===== src/rtl/eth_reset_sequencer.sv =====
`timescale 1ns/1ps
// eth_reset_sequencer
// Reset synchroniser and sequencer for the clk250 domain of the ethernet controller.
// The downstream resets are released in index order (IO/IDELAY -> RGMII -> MAC) with
// programmable spacing. Release waits for IDELAY ready. A ready drop or a software
// reset request restarts the whole sequence.
module eth_reset_sequencer #(
    parameter int sync_stages_p = 4,
    parameter int num_rst_p     = 3,
    parameter int min_assert_p  = 8,
    parameter int hold_cycles_p = 16,
    parameter bit wait_rdy_p    = 1'b1
) (
    input  logic                 clk250_i,
    input  logic                 reset_r_lo,
    input  logic                 rdy_i,
    input  logic                 sw_reset_i,
    output logic [num_rst_p-1:0] reset_o,
    output logic                 done_o
);

    localparam int cnt_max_lp = (min_assert_p > hold_cycles_p) ? min_assert_p : hold_cycles_p;
    localparam int cnt_w_lp   = $clog2(cnt_max_lp + 1);
    localparam int idx_w_lp   = $clog2(num_rst_p + 1);

    localparam logic [cnt_w_lp-1:0] assert_last_lp = cnt_w_lp'(min_assert_p - 1);
    localparam logic [cnt_w_lp-1:0] hold_last_lp   = cnt_w_lp'(hold_cycles_p - 1);
    localparam logic [idx_w_lp-1:0] idx_last_lp    = idx_w_lp'(num_rst_p - 1);

    typedef enum logic [1:0] {
        ST_ASSERT,
        ST_WAIT_RDY,
        ST_RELEASE,
        ST_DONE
    } state_t;

    // Reset synchroniser chain: all ones on reset, zeros shift in from the MSB.
    (* ASYNC_REG = "TRUE", SHREG_EXTRACT = "NO" *)
    logic [sync_stages_p-1:0] sync_r;

    (* ASYNC_REG = "TRUE", SHREG_EXTRACT = "NO" *)
    logic rdy_meta_reg, rdy_sync_reg;

    (* ASYNC_REG = "TRUE", SHREG_EXTRACT = "NO" *)
    logic sw_meta_reg, sw_sync_reg;

    logic sw_sync_d_reg;

    logic rst_sync;
    logic rdy_ok;
    logic sw_edge;
    logic restart;
    logic release_step;

    state_t                state_reg, state_next;
    logic [cnt_w_lp-1:0]   cnt_reg, cnt_next, cnt_inc;
    logic [idx_w_lp-1:0]   idx_reg, idx_next;
    logic [num_rst_p-1:0]  reset_next;
    logic                  done_next;
    logic [num_rst_p-1:0]  clr_vec;

    // Shift the release chain; rst_sync stays high for sync_stages_p edges after reset falls.
    always_ff @(posedge clk250_i or posedge reset_r_lo) begin
        if (reset_r_lo) begin
            sync_r <= '1;
        end else begin
            sync_r <= {1'b0, sync_r[sync_stages_p-1:1]};
        end
    end

    assign rst_sync = sync_r[0];

    // Two-flop synchronisers for the asynchronous ready and software request levels.
    always_ff @(posedge clk250_i or posedge reset_r_lo) begin
        if (reset_r_lo) begin
            rdy_meta_reg  <= 1'b0;
            rdy_sync_reg  <= 1'b0;
            sw_meta_reg   <= 1'b0;
            sw_sync_reg   <= 1'b0;
            sw_sync_d_reg <= 1'b0;
        end else begin
            rdy_meta_reg  <= rdy_i;
            rdy_sync_reg  <= rdy_meta_reg;
            sw_meta_reg   <= sw_reset_i;
            sw_sync_reg   <= sw_meta_reg;
            sw_sync_d_reg <= sw_sync_reg;
        end
    end

    // With ready gating disabled the ready input is treated as permanently high.
    assign rdy_ok  = rdy_sync_reg | ~wait_rdy_p;
    assign sw_edge = sw_sync_reg & ~sw_sync_d_reg;

    // A software edge restarts from any state (in ASSERT it just stretches the assert);
    // a ready drop only matters once release has begun.
    assign restart = sw_edge
                   | (~rdy_ok & ((state_reg == ST_RELEASE) | (state_reg == ST_DONE)));

    assign release_step = ~rst_sync & ~restart
                        & (state_reg == ST_RELEASE) & (cnt_reg == hold_last_lp);

    // Saturating increment so the counter can never wrap back into a match.
    assign cnt_inc = (cnt_reg == '1) ? cnt_reg : cnt_reg + cnt_w_lp'(1);

    // One clear strobe per output; only the bit at the current index can drop,
    // which keeps the outputs thermometer-ordered.
    generate
        for (genvar gi = 0; gi < num_rst_p; gi++) begin : g_clr
            assign clr_vec[gi] = release_step & (idx_reg == idx_w_lp'(gi));
        end
    endgenerate

    // Next-state and output decode; synchroniser reset beats restart beats release.
    always_comb begin
        state_next = state_reg;
        cnt_next   = cnt_reg;
        idx_next   = idx_reg;
        reset_next = reset_o;
        done_next  = done_o;
        if (rst_sync || restart) begin
            state_next = ST_ASSERT;
            cnt_next   = '0;
            idx_next   = '0;
            reset_next = '1;
            done_next  = 1'b0;
        end else begin
            case (state_reg)
                ST_ASSERT: begin
                    reset_next = '1;
                    done_next  = 1'b0;
                    if (cnt_reg == assert_last_lp) begin
                        state_next = ST_WAIT_RDY;
                        cnt_next   = '0;
                    end else begin
                        cnt_next = cnt_inc;
                    end
                end
                ST_WAIT_RDY: begin
                    if (rdy_ok) begin
                        state_next = ST_RELEASE;
                        cnt_next   = '0;
                    end
                end
                ST_RELEASE: begin
                    if (release_step) begin
                        reset_next = reset_o & ~clr_vec;
                        cnt_next   = '0;
                        idx_next   = idx_reg + idx_w_lp'(1);
                        if (idx_reg == idx_last_lp) begin
                            state_next = ST_DONE;
                            done_next  = 1'b1;
                        end
                    end else begin
                        cnt_next = cnt_inc;
                    end
                end
                ST_DONE: begin
                    reset_next = '0;
                    done_next  = 1'b1;
                end
                default: begin
                    state_next = ST_ASSERT;
                end
            endcase
        end
    end

    // Sequencer state and registered outputs; the async reset forces the safe values.
    always_ff @(posedge clk250_i or posedge reset_r_lo) begin
        if (reset_r_lo) begin
            state_reg <= ST_ASSERT;
            cnt_reg   <= '0;
            idx_reg   <= '0;
            reset_o   <= '1;
            done_o    <= 1'b0;
        end else begin
            state_reg <= state_next;
            cnt_reg   <= cnt_next;
            idx_reg   <= idx_next;
            reset_o   <= reset_next;
            done_o    <= done_next;
        end
    end

endmodule

===== config.mk =====
export PLATFORM = sky130hd
export DESIGN_NAME = eth_reset_sequencer
export DESIGN_NICKNAME = d
export VERILOG_FILES = /design/src/rtl/eth_reset_sequencer.sv
export SDC_FILE = /design/constraint.sdc
export NUM_CORES = 1
export LEC_CHECK = 0
export BUFFER_PORTS_ARGS = -buffer_cell sky130_fd_sc_hd__buf_2
export CAP_MARGIN = 5
export CELL_PAD_IN_SITES_DETAIL_PLACEMENT = 1
export CELL_PAD_IN_SITES_GLOBAL_PLACEMENT = 1
export CORE_MARGIN = 2
export CORE_UTILIZATION = 50
export CTS_CLUSTER_SIZE = 25
export DETAILED_ROUTE_END_ITERATION = 10
export PLACE_DENSITY = 0.79
export SYNTH_ARGS = -nofsm -noshare
export SYNTH_HDL_FRONTEND = slang
export SYNTH_SLANG_ARGS = --single-unit

===== constraint.sdc =====
create_clock -name clk250_i -period 2.78 [get_ports clk250_i]
set_clock_uncertainty 0.15 [all_clocks]
set_input_delay 0.417 -clock clk250_i [delete_from_list [all_inputs] [get_ports clk250_i]]
set_output_delay 0.417 -clock clk250_i [all_outputs]
set_load 0.005 [all_outputs]

# == After elaboration in Yosys (flattened, before gate mapping) ==
# Index checks and enable logic that the tools add are counted.
# word_totals
reg_bits,22
inputBits,4
out_inout_bits,4
elab_cells,75
# op_classes
n_addsub,2
eq_ne,12
n_mux,22
n_bitwise,16
reduce_logical,12
# ops
operator,n
5-bit two-way mux,5
2-bit two-way mux,8
5-bit case mux with 3 select lines,1
3-bit case mux with 3 select lines,1
1-bit bitwise AND,8
4-bit nonzero test,2
2-bit equality test (second input constant),3
3-bit two-way mux,2
3-bit inequality test (second input constant),2
2-bit case mux with 3 select lines,1
2-bit AND reduction,3
5-bit by 1-bit adder with 5-bit output (second input constant),1
5-bit by 3-bit equality test with 1-bit output (second input constant),1
5-bit by 4-bit equality test with 1-bit output (second input constant),1
5-bit equality test (second input constant),1
5-bit AND reduction,1
2-bit by 1-bit equality test with 1-bit output (second input constant),2
2-bit zero test,2
1-bit NOT,4
2-bit nonzero test,2
3-bit bitwise AND,1
1-bit two-way mux,3
3-bit by 1-bit inequality test with 1-bit output (second input constant),1
3-bit by 2-bit inequality test with 1-bit output (second input constant),1
other kinds (6),7

# == Longest topological paths before layout ==
# Gate-level depths: netlist (run 1).
# depth
depth_word,14
ltp_mapped,8
depth_no_buf,6

# == Worst setup path before layout (run 1) ==
# No wires, ideal clock.
# synth_timing
kind,reg-to-reg
start,reg state_reg[0]
end,reg cnt_reg[1]
setup_ns,0.065
arrival_time_ns,1.682
required_time_ns,2.565
setup_slack_ns,0.882
path_stages_with_launch,9
n_path_buf,2
synth_period_minus_slack_ns,1.898
cell_sequence,dfrtp_1 -> inv_1 -> ha_1 -> buf_6 -> o21ba_1 -> or3_1 -> buf_2 -> nor4_2 -> a22o_1
# synth_via
elab_chain_len,11
word_cells_on_any_way,18
classes_between,eq/ne: 4; mux: 3; bitwise: 7; reduce/logical: 4
# synth_rtl
element,line_no,text
from (decl),55,"state_t state_reg, state_next;"
from (signal assigned),177,state_reg <= state_next;
2-bit equality test (on tied branches),"97, 100, 127",
1-bit OR,97,| (~rdy_ok & ((state_reg == ST_RELEASE) | (state_reg == ST_DONE)));
1-bit bitwise AND,97,
1-bit OR,97,
1-bit NOT,99,assign release_step = ~rst_sync & ~restart
1-bit bitwise AND,99,
1-bit bitwise AND (2 in series),100,& (state_reg == ST_RELEASE) & (cnt_reg == hold_last_lp);
5-bit two-way mux,145,if (release_step) begin
5-bit case mux with 3 select lines,127,case (state_reg)
5-bit two-way mux,120,if (rst_sync || restart) begin
to (signal assigned),178,cnt_reg <= cnt_next;
to (decl),56,"logic [cnt_w_lp-1:0] cnt_reg, cnt_next, cnt_inc;"
# Several ways; a longest one is shown, not always the timed one.
# A chain may end at the register's enable or synchronous reset.

# == Worst setup path in the final report (run 1) ==
# Same ends and word-level chain as after synthesis.

==> run summary, run 1 <==
relative slew slack: 0.469
number of resized instances in the post-cts repair step: 0
core area: 0.00221 mm2
TritonCTS buffer count: 3
fillers: 248
cell type contributing the most total cell area after synthesis: sky130_fd_sc_hd__dfrtp_1
kind of capture point of the worst setup path: flip-flop
leading cell types by count after synthesis: 15 x sky130_fd_sc_hd__dfrtp_1, 8 x sky130_fd_sc_hd__ha_1, 8 x sky130_fd_sc_hd__inv_1, 7 x sky130_fd_sc_hd__dfstp_2, 7 x sky130_fd_sc_hd__nand2_1
final hold violation count: 0
result of the run: finished, final reports clean
highest attainable clock frequency: 481 MHz
maximum buffer depth of the clock tree: 2
Die H: 52.2 um
GRT Total Usage: 0.181
placed wire-length estimate after detailed placement: 1630 um
Post-Route Utilization: 0.569
die width: 52.2 um
arrival time of the worst setup path: 2.19 ns
synthesized-area fraction occupied by ao, oa, aoi and oai cells: 0.148
Finish-stage setup viols: 0
Clock Pin Slew Worst Setup and Hold Paths: 0.13 ns
critical path class: flip-flop to flip-flop
critical path fanouts, max: 10
static leakage power: 0.553 nW
adder-cell area share of the yosys netlist: 0.0860
RSZ-0062 raised after global routing: no
Routability Congestion: 0.803
cts-stage hold buffer count: 0
final routed wirelength across all metal layers: 2130 um
Layout area overhead: 8.17%
Yosys warning total: 0
average routed wire per standard cell: 14.8 um
Net Count, Synth: 120
Layout Nets: 129
vias after detailed routing: 821
max-slew violation count: 0
data required time of the worst path: 2.89 ns
number of enable flip-flop cells after synthesis: 0
final worst-path cycle share: 0.749
setup TNS after final layout: 0 ns
flop and latch count out of synthesis: 22
remaining antenna violation count: 0
pin count of the biggest net entering global routing: 23
CTS tree: yes
number of max-capacitance violations reported: 0
clock root buffer: sky130_fd_sc_hd__clkbuf_4
simple-gate share of the synthesized area: 0.198
biggest area contributors in the synthesized netlist: sky130_fd_sc_hd__dfrtp_1 32%, sky130_fd_sc_hd__dfstp_2 16%, sky130_fd_sc_hd__ha_1 8.6%
share of cells above drive strength 1: 0.207
Mapped Cells: 108
clock latency at the later pin of the worst-skew pair: 0.31 ns
global-route wire length before repair: 3570 um
proportion of synthesized chip area in sequential cells: 0.481
Max H-tree Level: 1
number of global-route vias before repair: 797
sink count of the clock tree: 22
ys async rst share: 1.00
startpoint kind of the worst setup timing path: flip-flop
number of standard-cell rows in the floorplan: 17
worst IR drop on VDD: 0.336 mV
initial core utilization: 0.526
drt drc: 0
worst hold path class: input pin to flip-flop
total gr overflow: 0
buffers added on ports: 7
max reg flops: 5
Post-Synthesis Cell Area: 0.00116 mm2
drt first pass iters: 4
routed via count divided by cell count: 5.70
dominant combinational cell family by area after synthesis: simple AND/OR/NAND/NOR gates
final critical delay including setup and external delays: 2.08 ns
transition time at the pin with the least slew margin: 0.796 ns
Power Density: 480 mW/mm2
primary flip-flop cell chosen by synthesis mapping: sky130_fd_sc_hd__dfrtp_1
I/O pin count: 8
Avg Synthesized Cell Area: 10.8 um2
post-synthesis share of cell area spent on xor and xnor gates: 0.00753
antenna cells: 0
iteration-0 DRC count of the detailed router: 5
most numerous cell in the Yosys netlist: sky130_fd_sc_hd__dfrtp_1
count of distinct cell types in the synthesized netlist: 41
mux contribution to synthesized area: 0.0269
fraction of synthesized cell area taken by the top area cell type: 0.323
antenna violations before repair: 0
post-CTS setup buffer count: 0
DIE AREA: 0.00273 mm2
## logic make-up (layout without fill, tap and decap cells)
logic type	after synthesis	after routing
XOR/XNOR	1	1
flip-flops	22	22
other	1	1
adder cells (fa/ha/maj)	8	8
buffers and inverters	11	19
AO/OA/AOI/OAI	23	23
AND/OR/NAND/NOR	39	39
multiplexers	3	3
## metrics by stage
stage	cells	total power, W	setup slack [ns]	hold WS [ns]	instance area (um2)
floorplan	108	0.000360	0.882	0.181	1160
global placement	140	0.000367	0.773	0.182	1210
detailed placement	140	0.000368	0.696	0.192	1210
CTS	144	0.000618	0.691	0.0526	1260
global route	144	0.000631	0.546	0.0428	1260
finish	144	0.000604	0.699	0.0667	1260
## routing by layer
metal  track usage  wire (um)
met1         0.245       1100
met2         0.276        965
met3        0.0371         39
met4        0.0855         23
met5             0          0
## report_power, final
group / switching [W] / internal [W] / total (W)
clock: 0.0000963 / 0.000146 / 0.000242
sequential: 0.00000666 / 0.000332 / 0.000339
combinational: 0.0000155 / 0.00000821 / 0.0000237
total: 0.000118 / 0.000486 / 0.000604
## critical path: stages (launching register included)
cell                      delay, ns
sky130_fd_sc_hd__dfrtp_1       0.40
sky130_fd_sc_hd__inv_1         0.09
sky130_fd_sc_hd__ha_1          0.30
sky130_fd_sc_hd__o21ba_1       0.23
sky130_fd_sc_hd__or3_1         0.45
sky130_fd_sc_hd__nor4_2        0.23
sky130_fd_sc_hd__a22o_1        0.18
## cell type report
class,count,area (um2),share of cell area
flip-flops and latches,22,559,0.444
multi-input cells,75,547,0.434
repair buffers,7,35.0,0.0278
well taps,28,35.0,0.0278
clock inverters,1,30.0,0.0239
inverters,8,30.0,0.0239
clock buffers,3,22.5,0.0179
## worst paths after layout
| kind | startpoint | to | slack (ns) | cells after the start |
|---|---|---|---|---|
| max reg2reg | state_reg[0] | cnt_reg[1] | 0.70 | 6 |
| max in group asynchronous | reset_r_lo | rdy_sync_reg | 1.89 | 2 |
| max | state_reg[0] | cnt_reg[1] | 0.70 | 6 |
| min reg2reg | sw_meta_reg | sw_sync_reg | 0.22 | 0 |
| min in group asynchronous | reset_r_lo | state_reg[1] | 0.08 | 2 |
| min | rdy_i | rdy_meta_reg | 0.07 | 1 |
## layout by cell type, fill, tap and decap left out, types with 2 or more instances in the layout
cell and count:
sky130_fd_sc_hd__dfrtp_1 15, sky130_fd_sc_hd__inv_1 8, sky130_fd_sc_hd__ha_1 8, sky130_fd_sc_hd__nand2_1 7
sky130_fd_sc_hd__buf_2 7, sky130_fd_sc_hd__dfstp_2 7, sky130_fd_sc_hd__a21oi_1 6, sky130_fd_sc_hd__nand3_1 5
sky130_fd_sc_hd__nand2b_1 4, sky130_fd_sc_hd__nor3_1 4, sky130_fd_sc_hd__nand4_1 3, sky130_fd_sc_hd__nor2_1 3
sky130_fd_sc_hd__clkbuf_4 3, sky130_fd_sc_hd__or3_1 2, sky130_fd_sc_hd__o21ai_0 2, sky130_fd_sc_hd__a211oi_1 2
sky130_fd_sc_hd__and2_1 2, sky130_fd_sc_hd__o21ai_1 2, sky130_fd_sc_hd__a221o_1 2, sky130_fd_sc_hd__mux2i_1 2
Note: power is estimated with default switching activity, not from simulation.
==> inputs of run 2 (changes only) <==
--- a/config.mk
+++ b/config.mk
@@ -10,10 +10,10 @@
 export CELL_PAD_IN_SITES_DETAIL_PLACEMENT = 1
 export CELL_PAD_IN_SITES_GLOBAL_PLACEMENT = 1
 export CORE_MARGIN = 2
-export CORE_UTILIZATION = 50
+export CORE_UTILIZATION = 42
 export CTS_CLUSTER_SIZE = 25
 export DETAILED_ROUTE_END_ITERATION = 10
-export PLACE_DENSITY = 0.79
+export PLACE_DENSITY = 0.7
 export SYNTH_ARGS = -nofsm -noshare
 export SYNTH_HDL_FRONTEND = slang
 export SYNTH_SLANG_ARGS = --single-unit
==> constraint.sdc (replaced) <==
create_clock -name clk250_i -period 1.9 [get_ports clk250_i]
set_clock_uncertainty 0.15 [all_clocks]
set_input_delay 0.285 -clock clk250_i [delete_from_list [all_inputs] [get_ports clk250_i]]
set_output_delay 0.285 -clock clk250_i [all_outputs]
set_load 0.005 [all_outputs]
==> run summary, run 2 (synthesized netlist as in run 1, its figures left out) <==
final routed wirelength across all metal layers: 2860 um
number of global-route vias before repair: 1024
DIE AREA: 0.00321 mm2
placed wire-length estimate after detailed placement: 1940 um
critical path class: flip-flop to flip-flop
Power Density: 630 mW/mm2
max-slew violation count: 0
average routed wire per standard cell: 17.5 um
sequential group share of total power: 0.537
total gr overflow: 0
number of buffer and inverter instances along the worst setup path: 2
max reg flops: 5
highest-delay cell along the critical path: sky130_fd_sc_hd__dfrtp_1
remaining antenna violation count: 0
CTS tree: yes
final cell count without fillers: 163
core area: 0.00269 mm2
share of power burned in the clock network: 0.399
Layout area overhead: 25.6%
number of max-capacitance violations reported: 0
Die H: 56.6 um
data required time of the worst path: 1.99 ns
cell count after placement: 154
clock root buffer: sky130_fd_sc_hd__clkbuf_4
result of the run: finished with violations
worst hold path class: flip-flop to flip-flop
Layout Nets: 145
global-route wire length before repair: 4650 um
Clock Pin Slew Worst Setup and Hold Paths: 0.12 ns
drt first pass iters: 4
Finish-stage setup viols: 2
setup ws final: -0.0242 ns
worst IR drop on VDD: 0.501 mV
commonest non-fill, non-tap cell in the layout: sky130_fd_sc_hd__dfrtp_1
antenna violations before repair: 0
cells along the critical path: buf_6 -> ha_2 -> o21ba_4 -> or3_4 -> buf_4 -> a211oi_2
RSZ-0062 raised after global routing: yes
launch point of the critical path: state_reg[0]
highest attainable clock frequency: 520 MHz
Max H-tree Level: 1
Internal: 0.000728 W
share of total power in combinational logic: 0.064
largest delay contributor family on the critical path: flip-flops
startpoint kind of the worst setup timing path: flip-flop
critical path fanouts, max: 6
final critical delay including setup and external delays: 1.92 ns
vias after detailed routing: 913
arrival time of the worst setup path: 2.02 ns
die width: 56.6 um
Setup WS pre-CTS: -0.135 ns
routed via count divided by cell count: 5.60
pin count of the biggest net entering global routing: 23
hold path startpoint: sync_r[1]
Sw Pwr: 0.000194 W
Routability Congestion: 0.803
fillers: 286
static leakage power: 0.637 nW
Sw Share: 0.210
antenna cells: 0
worst hold slack: 0.215 ns
number of standard-cell rows in the floorplan: 19
initial core utilization: 0.433
buffers added on ports: 7
maximum buffer depth of the clock tree: 2
clock latency at the later pin of the worst-skew pair: 0.32 ns
final hold violation count: 0
GRT Total Usage: 0.190
kind of capture point of the worst setup path: flip-flop
I/O pin count: 8
iteration-0 DRC count of the detailed router: 22
share of cells above drive strength 1: 0.386
drt drc: 0
final worst-path cycle share: 1.01
TritonCTS buffer count: 3
crit-path max cell delay: 0.43 ns
sink count of the clock tree: 22
violated checks: negative setup slack
Reg2Reg Launch Point: state_reg[0]
most frequent cells in the layout: 14 x sky130_fd_sc_hd__dfrtp_1, 12 x sky130_fd_sc_hd__buf_4
## run 2: layout make-up
type                       instances  area, um2  share of cell area
clock inverter                     1       30.0              0.0205
clock buffer                       3       22.5              0.0154
timing repair buffer              23        166               0.114
sequential                        22        561               0.384
multi-input combinational         75        613               0.420
inverter                           8       30.0              0.0205
tap                               31       38.8              0.0265
## run 2: metrics by stage
step / utilization / setup TNS (ns) / total power, W / cell area (um2)
after floorplan: - / 0 / 0.000527 / 1160
after global placement: 0.481 / 0 / 0.000546 / 1290
after detailed placement: 0.481 / -0.376 / 0.000549 / 1290
after CTS: 0.524 / -0.0731 / 0.000925 / 1410
after global routing: 0.544 / -0.290 / 0.000952 / 1460
final: 0.544 / -0.0276 / 0.000921 / 1460
## run 2: worst paths after layout
path	end	slack, ns	cells after the start
worst max-delay path	state_reg[0]	-0.02	6
worst min-delay path	sync_r[0]	0.22	0
worst max register to register	state_reg[0]	-0.02	6
worst min register to register	sync_r[0]	0.22	0
max in group asynchronous	sync_r[2]	0.93	4
min in group asynchronous	rdy_meta_reg	0.39	4
## run 2: what timing repair did
| action | 4_1_cts | 5_1_grt |
|---|---|---|
| gates resized for setup | 5 | 14 |
| setup endpoints to repair | 8 | 7 |
| cloned | 0 | 0 |
| setup buffers | 1 | 1 |
| pin swaps | 0 | 2 |
| hold endpoints to repair | 17 | 0 |
| hold buffers | 3 | 0 |
## run 2: metal layers
metal,up-vias,GRT usage,wire length [um]
met5,-,0,0
met4,0,0.0748,53
met3,6,0.0253,50
met2,8,0.346,1540
met1,466,0.225,1220
li1,433,-,-
## run 2: power groups by stage
stage	clock network (W)	registers, W	logic, W
3_5_place_dp	0	0.000503	0.0000461
3_3_place_gp	0	0.000502	0.0000437
2_1_floorplan	0	0.000501	0.0000264
6_report	0.000368	0.000495	0.0000586
4_1_cts	0.000376	0.000495	0.0000541
5_1_grt	0.000391	0.000497	0.0000650
